`src/rtl/see_scheduler.sv`:
```
// Fault-injection campaign controller: paced, round-robin one-hot upsets per group.
// Ports: s_clk_i/s_resetn_i, start/abort, campaign config, ready in; req, upset, busy/done, stats out.
module see_scheduler #(
  parameter int G   = 4,
  parameter int W   = 32,
  parameter int CW  = 16,
  parameter int TMO = 64
) (
  input  logic            s_clk_i,
  input  logic            s_resetn_i,
  input  logic            s_start_i,
  input  logic            s_abort_i,
  input  logic [CW-1:0]   s_period_i,
  input  logic [CW-1:0]   s_count_i,
  input  logic [G-1:0]    s_mask_i,
  input  logic [15:0]     s_seed_i,
  input  logic [G-1:0]    s_ready_i,
  output logic [G-1:0]    s_req_o,
  output logic [G*W-1:0]  s_upset_o,
  output logic            s_busy_o,
  output logic            s_done_o,
  output logic [CW-1:0]   s_injected_o,
  output logic [CW-1:0]   s_dropped_o
);

  localparam int LW = $clog2(W);
  localparam int GW = (G > 1) ? $clog2(G) : 1;
  localparam int TW = $clog2(TMO + 1);

  localparam logic [2:0] S_IDLE = 3'd0;
  localparam logic [2:0] S_WAIT = 3'd1;
  localparam logic [2:0] S_REQ  = 3'd2;
  localparam logic [2:0] S_FIRE = 3'd3;
  localparam logic [2:0] S_DONE = 3'd4;

  localparam logic [15:0] SEED_DEF = 16'hACE1;
  localparam logic [15:0] TAPS     = 16'hB400;
  localparam logic [GW-1:0] GRP_LAST = GW'(G - 1);

  logic [2:0]    state;
  logic [CW-1:0] period_q;
  logic [CW-1:0] remaining;
  logic [G-1:0]  mask_q;
  logic [15:0]   lfsr;
  logic [GW-1:0] last_grp;
  logic [GW-1:0] grp;
  logic [CW-1:0] timer;
  logic [TW-1:0] tmo_cnt;
  logic [CW-1:0] injected;
  logic [CW-1:0] dropped;

  logic [GW-1:0] next_grp;
  logic [CW-1:0] reload;
  logic          last_evt;
  logic          tmo_hit;
  logic [15:0]   lfsr_nxt;

  // Round-robin: first enabled group strictly after the last one served.
  always_comb begin
    logic          found;
    logic [GW-1:0] cand;
    next_grp = last_grp;
    found    = 1'b0;
    for (int i = 1; i <= G; i++) begin
      cand = GW'((int'(last_grp) + i) % G);
      if (!found && mask_q[cand]) begin
        next_grp = cand;
        found    = 1'b1;
      end
    end
  end

  // A zero period still spends one cycle in WAIT.
  assign reload   = (period_q == '0) ? CW'(1) : period_q;
  assign last_evt = (remaining == CW'(1));
  assign tmo_hit  = ((tmo_cnt + TW'(1)) == TW'(TMO));
  assign lfsr_nxt = (lfsr >> 1) ^ (lfsr[0] ? TAPS : 16'h0000);

  always_ff @(posedge s_clk_i) begin
    if (!s_resetn_i) begin
      state     <= S_IDLE;
      period_q  <= '0;
      remaining <= '0;
      mask_q    <= '0;
      lfsr      <= SEED_DEF;
      last_grp  <= GRP_LAST;
      grp       <= '0;
      timer     <= '0;
      tmo_cnt   <= '0;
      injected  <= '0;
      dropped   <= '0;
    end else begin
      unique case (state)
        S_IDLE, S_DONE: begin
          if (s_start_i && !s_abort_i) begin
            period_q  <= s_period_i;
            remaining <= s_count_i;
            mask_q    <= s_mask_i;
            lfsr      <= (s_seed_i == '0) ? SEED_DEF : s_seed_i;
            last_grp  <= GRP_LAST;
            injected  <= '0;
            dropped   <= '0;
            tmo_cnt   <= '0;
            if (s_mask_i == '0 || s_count_i == '0) begin
              state <= S_DONE;
            end else begin
              state <= S_WAIT;
              timer <= (s_period_i == '0) ? CW'(1) : s_period_i;
            end
          end
        end
        S_WAIT: begin
          if (s_abort_i) begin
            state <= S_DONE;
          end else if (timer == CW'(1)) begin
            state   <= S_REQ;
            grp     <= next_grp;
            tmo_cnt <= '0;
          end else begin
            timer <= timer - CW'(1);
          end
        end
        S_REQ: begin
          if (s_abort_i) begin
            state <= S_DONE;
          end else if (s_ready_i[grp]) begin
            state <= S_FIRE;
          end else if (tmo_hit) begin
            dropped   <= dropped + CW'(1);
            remaining <= remaining - CW'(1);
            last_grp  <= grp;
            tmo_cnt   <= '0;
            if (last_evt) begin
              state <= S_DONE;
            end else begin
              state <= S_WAIT;
              timer <= reload;
            end
          end else begin
            tmo_cnt <= tmo_cnt + TW'(1);
          end
        end
        S_FIRE: begin
          // The upset is already on the wire, so it counts even on abort.
          injected  <= injected + CW'(1);
          remaining <= remaining - CW'(1);
          last_grp  <= grp;
          lfsr      <= lfsr_nxt;
          if (s_abort_i || last_evt) begin
            state <= S_DONE;
          end else begin
            state <= S_WAIT;
            timer <= reload;
          end
        end
        default: state <= S_IDLE;
      endcase
    end
  end

  always_comb begin
    s_req_o = '0;
    if (state == S_REQ) s_req_o[grp] = 1'b1;
  end

  // W is a power of two, so grp*W + bit is the concatenation.
  always_comb begin
    s_upset_o = '0;
    if (state == S_FIRE) s_upset_o[{grp, lfsr[LW-1:0]}] = 1'b1;
  end

  assign s_busy_o     = (state == S_WAIT) || (state == S_REQ) ||
                        (state == S_FIRE);
  assign s_done_o     = (state == S_DONE);
  assign s_injected_o = injected;
  assign s_dropped_o  = dropped;

endmodule
```
`config.mk`:
```
export PLATFORM = sky130hd
export DESIGN_NAME = see_scheduler
export DESIGN_NICKNAME = d
export VERILOG_FILES = /design/src/rtl/see_scheduler.sv
export SDC_FILE = /design/constraint.sdc
export NUM_CORES = 1
export LEC_CHECK = 0
export ABC_AREA = 1
export CORE_ASPECT_RATIO = 1.25
export CORE_MARGIN = 3
export CORE_UTILIZATION = 53
export CTS_BUF_LIST = sky130_fd_sc_hd__clkbuf_4 sky130_fd_sc_hd__clkbuf_8
export CTS_CLUSTER_SIZE = 14
export DETAILED_ROUTE_END_ITERATION = 12
export GPL_ROUTABILITY_DRIVEN = 0
export GPL_TIMING_DRIVEN = 0
export HOLD_SLACK_MARGIN = 0.15
export PLACE_DENSITY = 0.88
export SYNTH_ARGS = -nofsm -noshare
export SYNTH_HDL_FRONTEND = slang
export SYNTH_SLANG_ARGS = --single-unit
export TNS_END_PERCENT = 20
```
`constraint.sdc`:
```
create_clock -name s_clk_i -period 5.1 [get_ports s_clk_i]
set_clock_uncertainty 0.15 [all_clocks]
set_input_delay 0.765 -clock s_clk_i [delete_from_list [all_inputs] [get_ports s_clk_i]]
set_output_delay 0.765 -clock s_clk_i [all_outputs]
set_load 0.03 [all_outputs]
```
; After elaboration in Yosys (flattened, before gate mapping)
; Cells that the tools add are included.
[totals]
register_bits = 114
inputBits = 60
output_inout_bits = 166
elab_cells = 155
[classes]
n_addsub = 9
order_cmp = 8
n_eq_ne = 19
mux = 72
bitwise = 2
reduce_logical = 34
[ops]
columns = operator, count
row1 = 2-to-1 mux 16 bit, 22
row2 = 2-to-1 mux 128 bit, 1
row3 = one-hot mux 16 bit (2 select lines), 3
row4 = logical NOT 16 bit, 4
row5 = one-hot mux 16 bit (4 select lines), 1
row6 = one-hot mux 16 bit (3 select lines), 1
row7 = 2-to-1 mux 7 bit, 6
row8 = "adder 16 x 1 -> 16 bit, second input constant", 2
row9 = "== test 16 x 1 -> 1 bit, second input constant", 2
row10 = "subtractor 16 x 1 -> 16 bit, second input constant", 2
row11 = 2-to-1 mux 3 bit, 9
row12 = one-hot mux 7 bit (3 select lines), 1
row13 = "inequality test 2 bit, second input constant", 10
row14 = 2-to-1 mux 2 bit, 8
row15 = bitwise XOR 15 x 16 -> 16 bit, 1
row16 = "less-than comparator 2 x 3 -> 1 bit, second input constant", 5
row17 = one-hot mux 3 bit (4 select lines), 1
row18 = binary-select mux 1 bit (select 2 bit), 5
row19 = 2-to-1 mux 1 bit, 10
row20 = AND reduction 10 bit, 1
row21 = AND reduction 5 bit, 2
row22 = "less-than comparator 7 x 8 -> 1 bit, second input constant", 1
row23 = "adder 7 x 1 -> 7 bit, second input constant", 1
row24 = demux 1 bit (select 7 bit), 1
row25 = other kinds (26), 44

; Logic depth before layout (Yosys ltp)
[logic_depth]
ltp_word = 13
mapped_depth = 14

; Worst setup path before layout
; OpenSTA, ideal clock, no wires.
[synth_path]
path_kind = register to output
startpoint = reg state[1]
endpoint = out s_req_o[0]
arrival_ps = 1752
required_time_ps = 4185
setup_slack_ps = 2433
stages_incl_launch_ff = 8
n_path_buf = 1
cell_sequence = dfxtp_1 > inv_1 > nor2_2 > inv_2 > nor2_4 > inv_1 > clkbuf_1 > nor3_1
[synth_between]
elab_chain_len = 2
[synth_rtl]
columns = item, line
row1 = from (decl), 40  ; logic [2:0] state;
row2 = from (signal assigned), 81  ; state <= S_IDLE;
row3 = from (signal assigned), 105  ; state <= S_DONE;
row4 = from (signal assigned), 107  ; state <= S_WAIT;
row5 = == test 3 x 2 -> 1 bit, 163  ; if (state == S_REQ) s_req_o[grp] = 1'b1;
row6 = 2-to-1 mux 4 bit, 163
row7 = to (decl), 18  ; output logic [G-1:0] s_req_o,
; Every way passes these cells.

; Worst setup path after layout
[layout_path]
startpoint = reg state[1]
endpoint = out s_upset_o[85]
[layout_between]
elab_chain_len = 2
[layout_rtl]
columns = item, line
row1 = == test 3 x 2 -> 1 bit, 169  ; if (state == S_FIRE) s_upset_o[{grp, lfsr[LW-1:0]}] = 1'b1;
row2 = 2-to-1 mux 128 bit, 169
row3 = to (decl), 19  ; output logic [G*W-1:0] s_upset_o,
; Every way passes these cells.

==> run_results.csv <==
group,metric,value,unit
worst_hold_path,hp-class,"flop to flop",
sta,post-route-period-util,80.40,%
floorplan,rows,48,
setup_path,endpoint,"s_upset_o[85]",
detailed_routing,routed_wl,28.24,mm
setup_path,r2r_end,"timer[5]$_SDFFE_PN0P_",
clock_tree,clk_latency,0.46,ns
synth,syn_inst,1326,
clock_tree,cts_tree,"built",
sta,hold_ws,0.3232,ns
sta,tightestPinTransition,0.6350,ns
setup_path,startpoint,"state[1]$_SDFFE_PN0P_",
run_status,run_status,"completed",
sta,max_freq,243.9,MHz
final_layout,drive_gt1_share,5.190,%
global_routing,grt_max_degree,17,
final_layout,insertedDiodeCount,0,
detailed_routing,drt_pass1_iterations,6,
setup_path,critPathCaptureType,"output port",
clock_tree,clk_pin_slew,0.07,ns
clock_tree,cts_max_path_buffers,2,
global_routing,grt.total_usage,35.19,%
global_routing,overflow,0,
sta,max_slew_margin,57.66,%
global_routing,grt_pass1_vias,9511,
floorplan,start_util,54.81,%
sta,maxSlewViolCount,0,
detailed_routing,drc,0,
floorplan,fp.dieH,140.5,um
power_and_ir_drop,max-vdd-ir-drop,0.0004051,V
clock_tree,clock-sinks,114,
sta,finalSetupTns,0,ns
floorplan,ioPinCount,226,
synth,netlist_area,0.007670,mm2
setup_path,startpoint_type,"flop",
synth,synth_area_per_cell,5.784,um2
place,dpl.cell_count,1724,
final_layout,layout.cells.non_filler,1755,
synth,ys_seq_area_share,29.76,%
place,dpl.hpwl,21.43,mm
synth,yosys_warnings,0,
final_layout,final_nets,1635,
power_and_ir_drop,p_leak,4.106,nW
setup_path,cp.arrival,3.19,ns
synth,ys_ff_latch,114,
detailed_routing,wl_per_cell,16.09,um
sta,rsz0062_at_grt,"false",
global_routing,antenna_found_initial,0,
setup_path,crit_type,"flop to output port",
run,maxCapViolations,0,
detailed_routing,vias_per_cell,5.614,
clock_tree,postCtsHoldBufs,0,
setup_path,r2r_cells,13,
clock_tree,ctsResizeCount,0,
synth,syn-num-nets,1393,
place,io_buffers,223,
synth,synth.distinct_cells,45,
global_routing,grt_pass1_wl,45.71,mm
power_and_ir_drop,p_per_area,420.3,mW/mm2
setup_path,cp.required,4.18,ns
detailed_routing,drtIter0Drc,872,
detailed_routing,vias,9852,
clock_tree,cts-root-buf,"clkbuf_8",
setup_path,timing.rr.start,"tmo_cnt[1]$_SDFFE_PN0P_",
sta,fin_crit,4.100,ns
clock_tree,post-cts-setup-buffers,0,
clock_tree,cts_max_level,4,
sta,finalSetupViolations,0,
setup_path,cp_max_fo,10,
detailed_routing,drtAntennaViolNets,0,
floorplan,die-width,113.6,um
clock_tree,cts_buffers,17,
final_layout,syn_to_final_growth,37.62,%
setup_path,ff2ff_setup_slack,2.74,ns
floorplan,coreArea,0.01399,mm2
floorplan,dieArea,0.01596,mm2
sta,hold_violations,0,
-- cell usage in the layout (no fill, tap or decap), types with 10 or more instances in the layout --
master,count
nor2_1,339
nand3_1,111
clkbuf_8,19
clkdlybuf4s50_1,223
xor2_1,11
inv_1,109
a22oi_1,11
nor3_1,11
a31oi_1,10
o21ai_0,70
nand2_1,315
buf_2,14
a21oi_1,78
nand4_1,13
dfxtp_1,114
clkbuf_1,33
-- sequential cells by signal, summed over array words and instances, names as in the netlist --
signal,count
state,3
s_dropped_o,16
grp,2
last_grp,2
mask_q,4
timer,16
tmo_cnt,7
remaining,16
s_injected_o,16
period_q,16
lfsr,16
-- cells by family after synthesis --
group | after synthesis | share of synthesized area [%]
XOR/XNOR | 16 | 1.827
flip-flops | 114 | 29.76
adder cells (fa/ha/maj) | 7 | 1.142
AO/OA/AOI/OAI | 195 | 14.19
buffers and inverters | 176 | 9.282
AND/OR/NAND/NOR | 818 | 43.80
-- final cells by class --
type	count	area, um2
fill	1174	3438
buffer	59	272.8
clock buffer	21	276.5
clock inverter	10	157.7
timing repair buffer	223	2232
multi-input combinational	1036	4676
sequential	114	2282
tap	175	219.0
inverter	117	439.2
-- worst max-delay path, cell delays in order, from the launching register on --
cell and delay, ns:
dfxtp_1 0.36, inv_1 0.09, nor2_2 0.17, nand2_1 0.10, buf_2 0.22, nor2_1 0.22, nand3_1 0.26, buf_2 0.29
nor2_1 0.26, clkdlybuf4s50_1 0.75
-- stage by stage --
step                      area [um2]  setup WS (ns)  util, %  total power (W)
after detailed placement       10120          1.513    72.33         0.003435
after CTS                      10560          1.022    75.43         0.004391
after floorplan                 7670          2.433        -         0.002858
after global routing           10560         0.7913    75.43         0.004778
final                          10560         0.9996    75.43         0.004436
after global placement         10120          1.536    72.33         0.003378
-- cell usage after synthesis, drive strengths merged --
cell | n | share of area (%)
a211oi | 2 | 0.20
a21boi | 2 | 0.20
a21oi | 78 | 5.1
a221oi | 3 | 0.34
a22o | 1 | 0.11
a22oi | 11 | 1.1
a31oi | 10 | 0.82
and2 | 1 | 0.082
buf | 26 | 1.9
clkbuf | 33 | 1.6
clkinv | 2 | 0.098
dfxtp | 114 | 30
ha | 7 | 1.1
inv | 115 | 5.6
nand2 | 321 | 16
nand3 | 113 | 7.5
nand3b | 2 | 0.20
nand4 | 13 | 1.1
nor2 | 348 | 18
nor3 | 11 | 0.72
nor3b | 1 | 0.098
nor4 | 3 | 0.24
o2111ai | 4 | 0.46
o211ai | 1 | 0.098
o21a | 1 | 0.098
o21ai | 73 | 4.8
o21bai | 3 | 0.29
o221a | 1 | 0.15
o221ai | 1 | 0.11
o22ai | 3 | 0.24
o31ai | 1 | 0.098
or2 | 5 | 0.41
xnor2 | 5 | 0.57
xor2 | 11 | 1.3
-- metal layers --
layer  vias up  part of all wire, %  GRT usage (%)
li1       4744                    -              -
met4         0                  4.6          18.61
met5         -                    0              0
met3        93                  8.3          8.254
met1      4520                   38          40.17
met2       495                   49          60.32
-- report_power, final --
part	total [W]	internal, W	switching (W)
Clock	0.000952	0.000563	0.000389
Sequential	0.00126	0.00108	0.000179
Combinational	0.00223	0.000739	0.00149
-- how the worst min path moves through the flow --
stage | from | end | slack (ns) | depth (start not counted)
2_1_floorplan | period_q[1]$_SDFFE_PN0P_ | period_q[1]$_SDFFE_PN0P_ | 0.29 | 2
3_3_place_gp | period_q[1]$_SDFFE_PN0P_ | period_q[1]$_SDFFE_PN0P_ | 0.30 | 2
3_5_place_dp | lfsr[8]$_SDFFE_PN0P_ | lfsr[7]$_SDFFE_PN1P_ | 0.31 | 2
4_1_cts | lfsr[8]$_SDFFE_PN0P_ | lfsr[7]$_SDFFE_PN1P_ | 0.32 | 2
5_1_grt | period_q[1]$_SDFFE_PN0P_ | period_q[1]$_SDFFE_PN0P_ | 0.36 | 2
6_report | period_q[1]$_SDFFE_PN0P_ | period_q[1]$_SDFFE_PN0P_ | 0.32 | 2
Note: power is estimated with default switching activity, not from simulation.
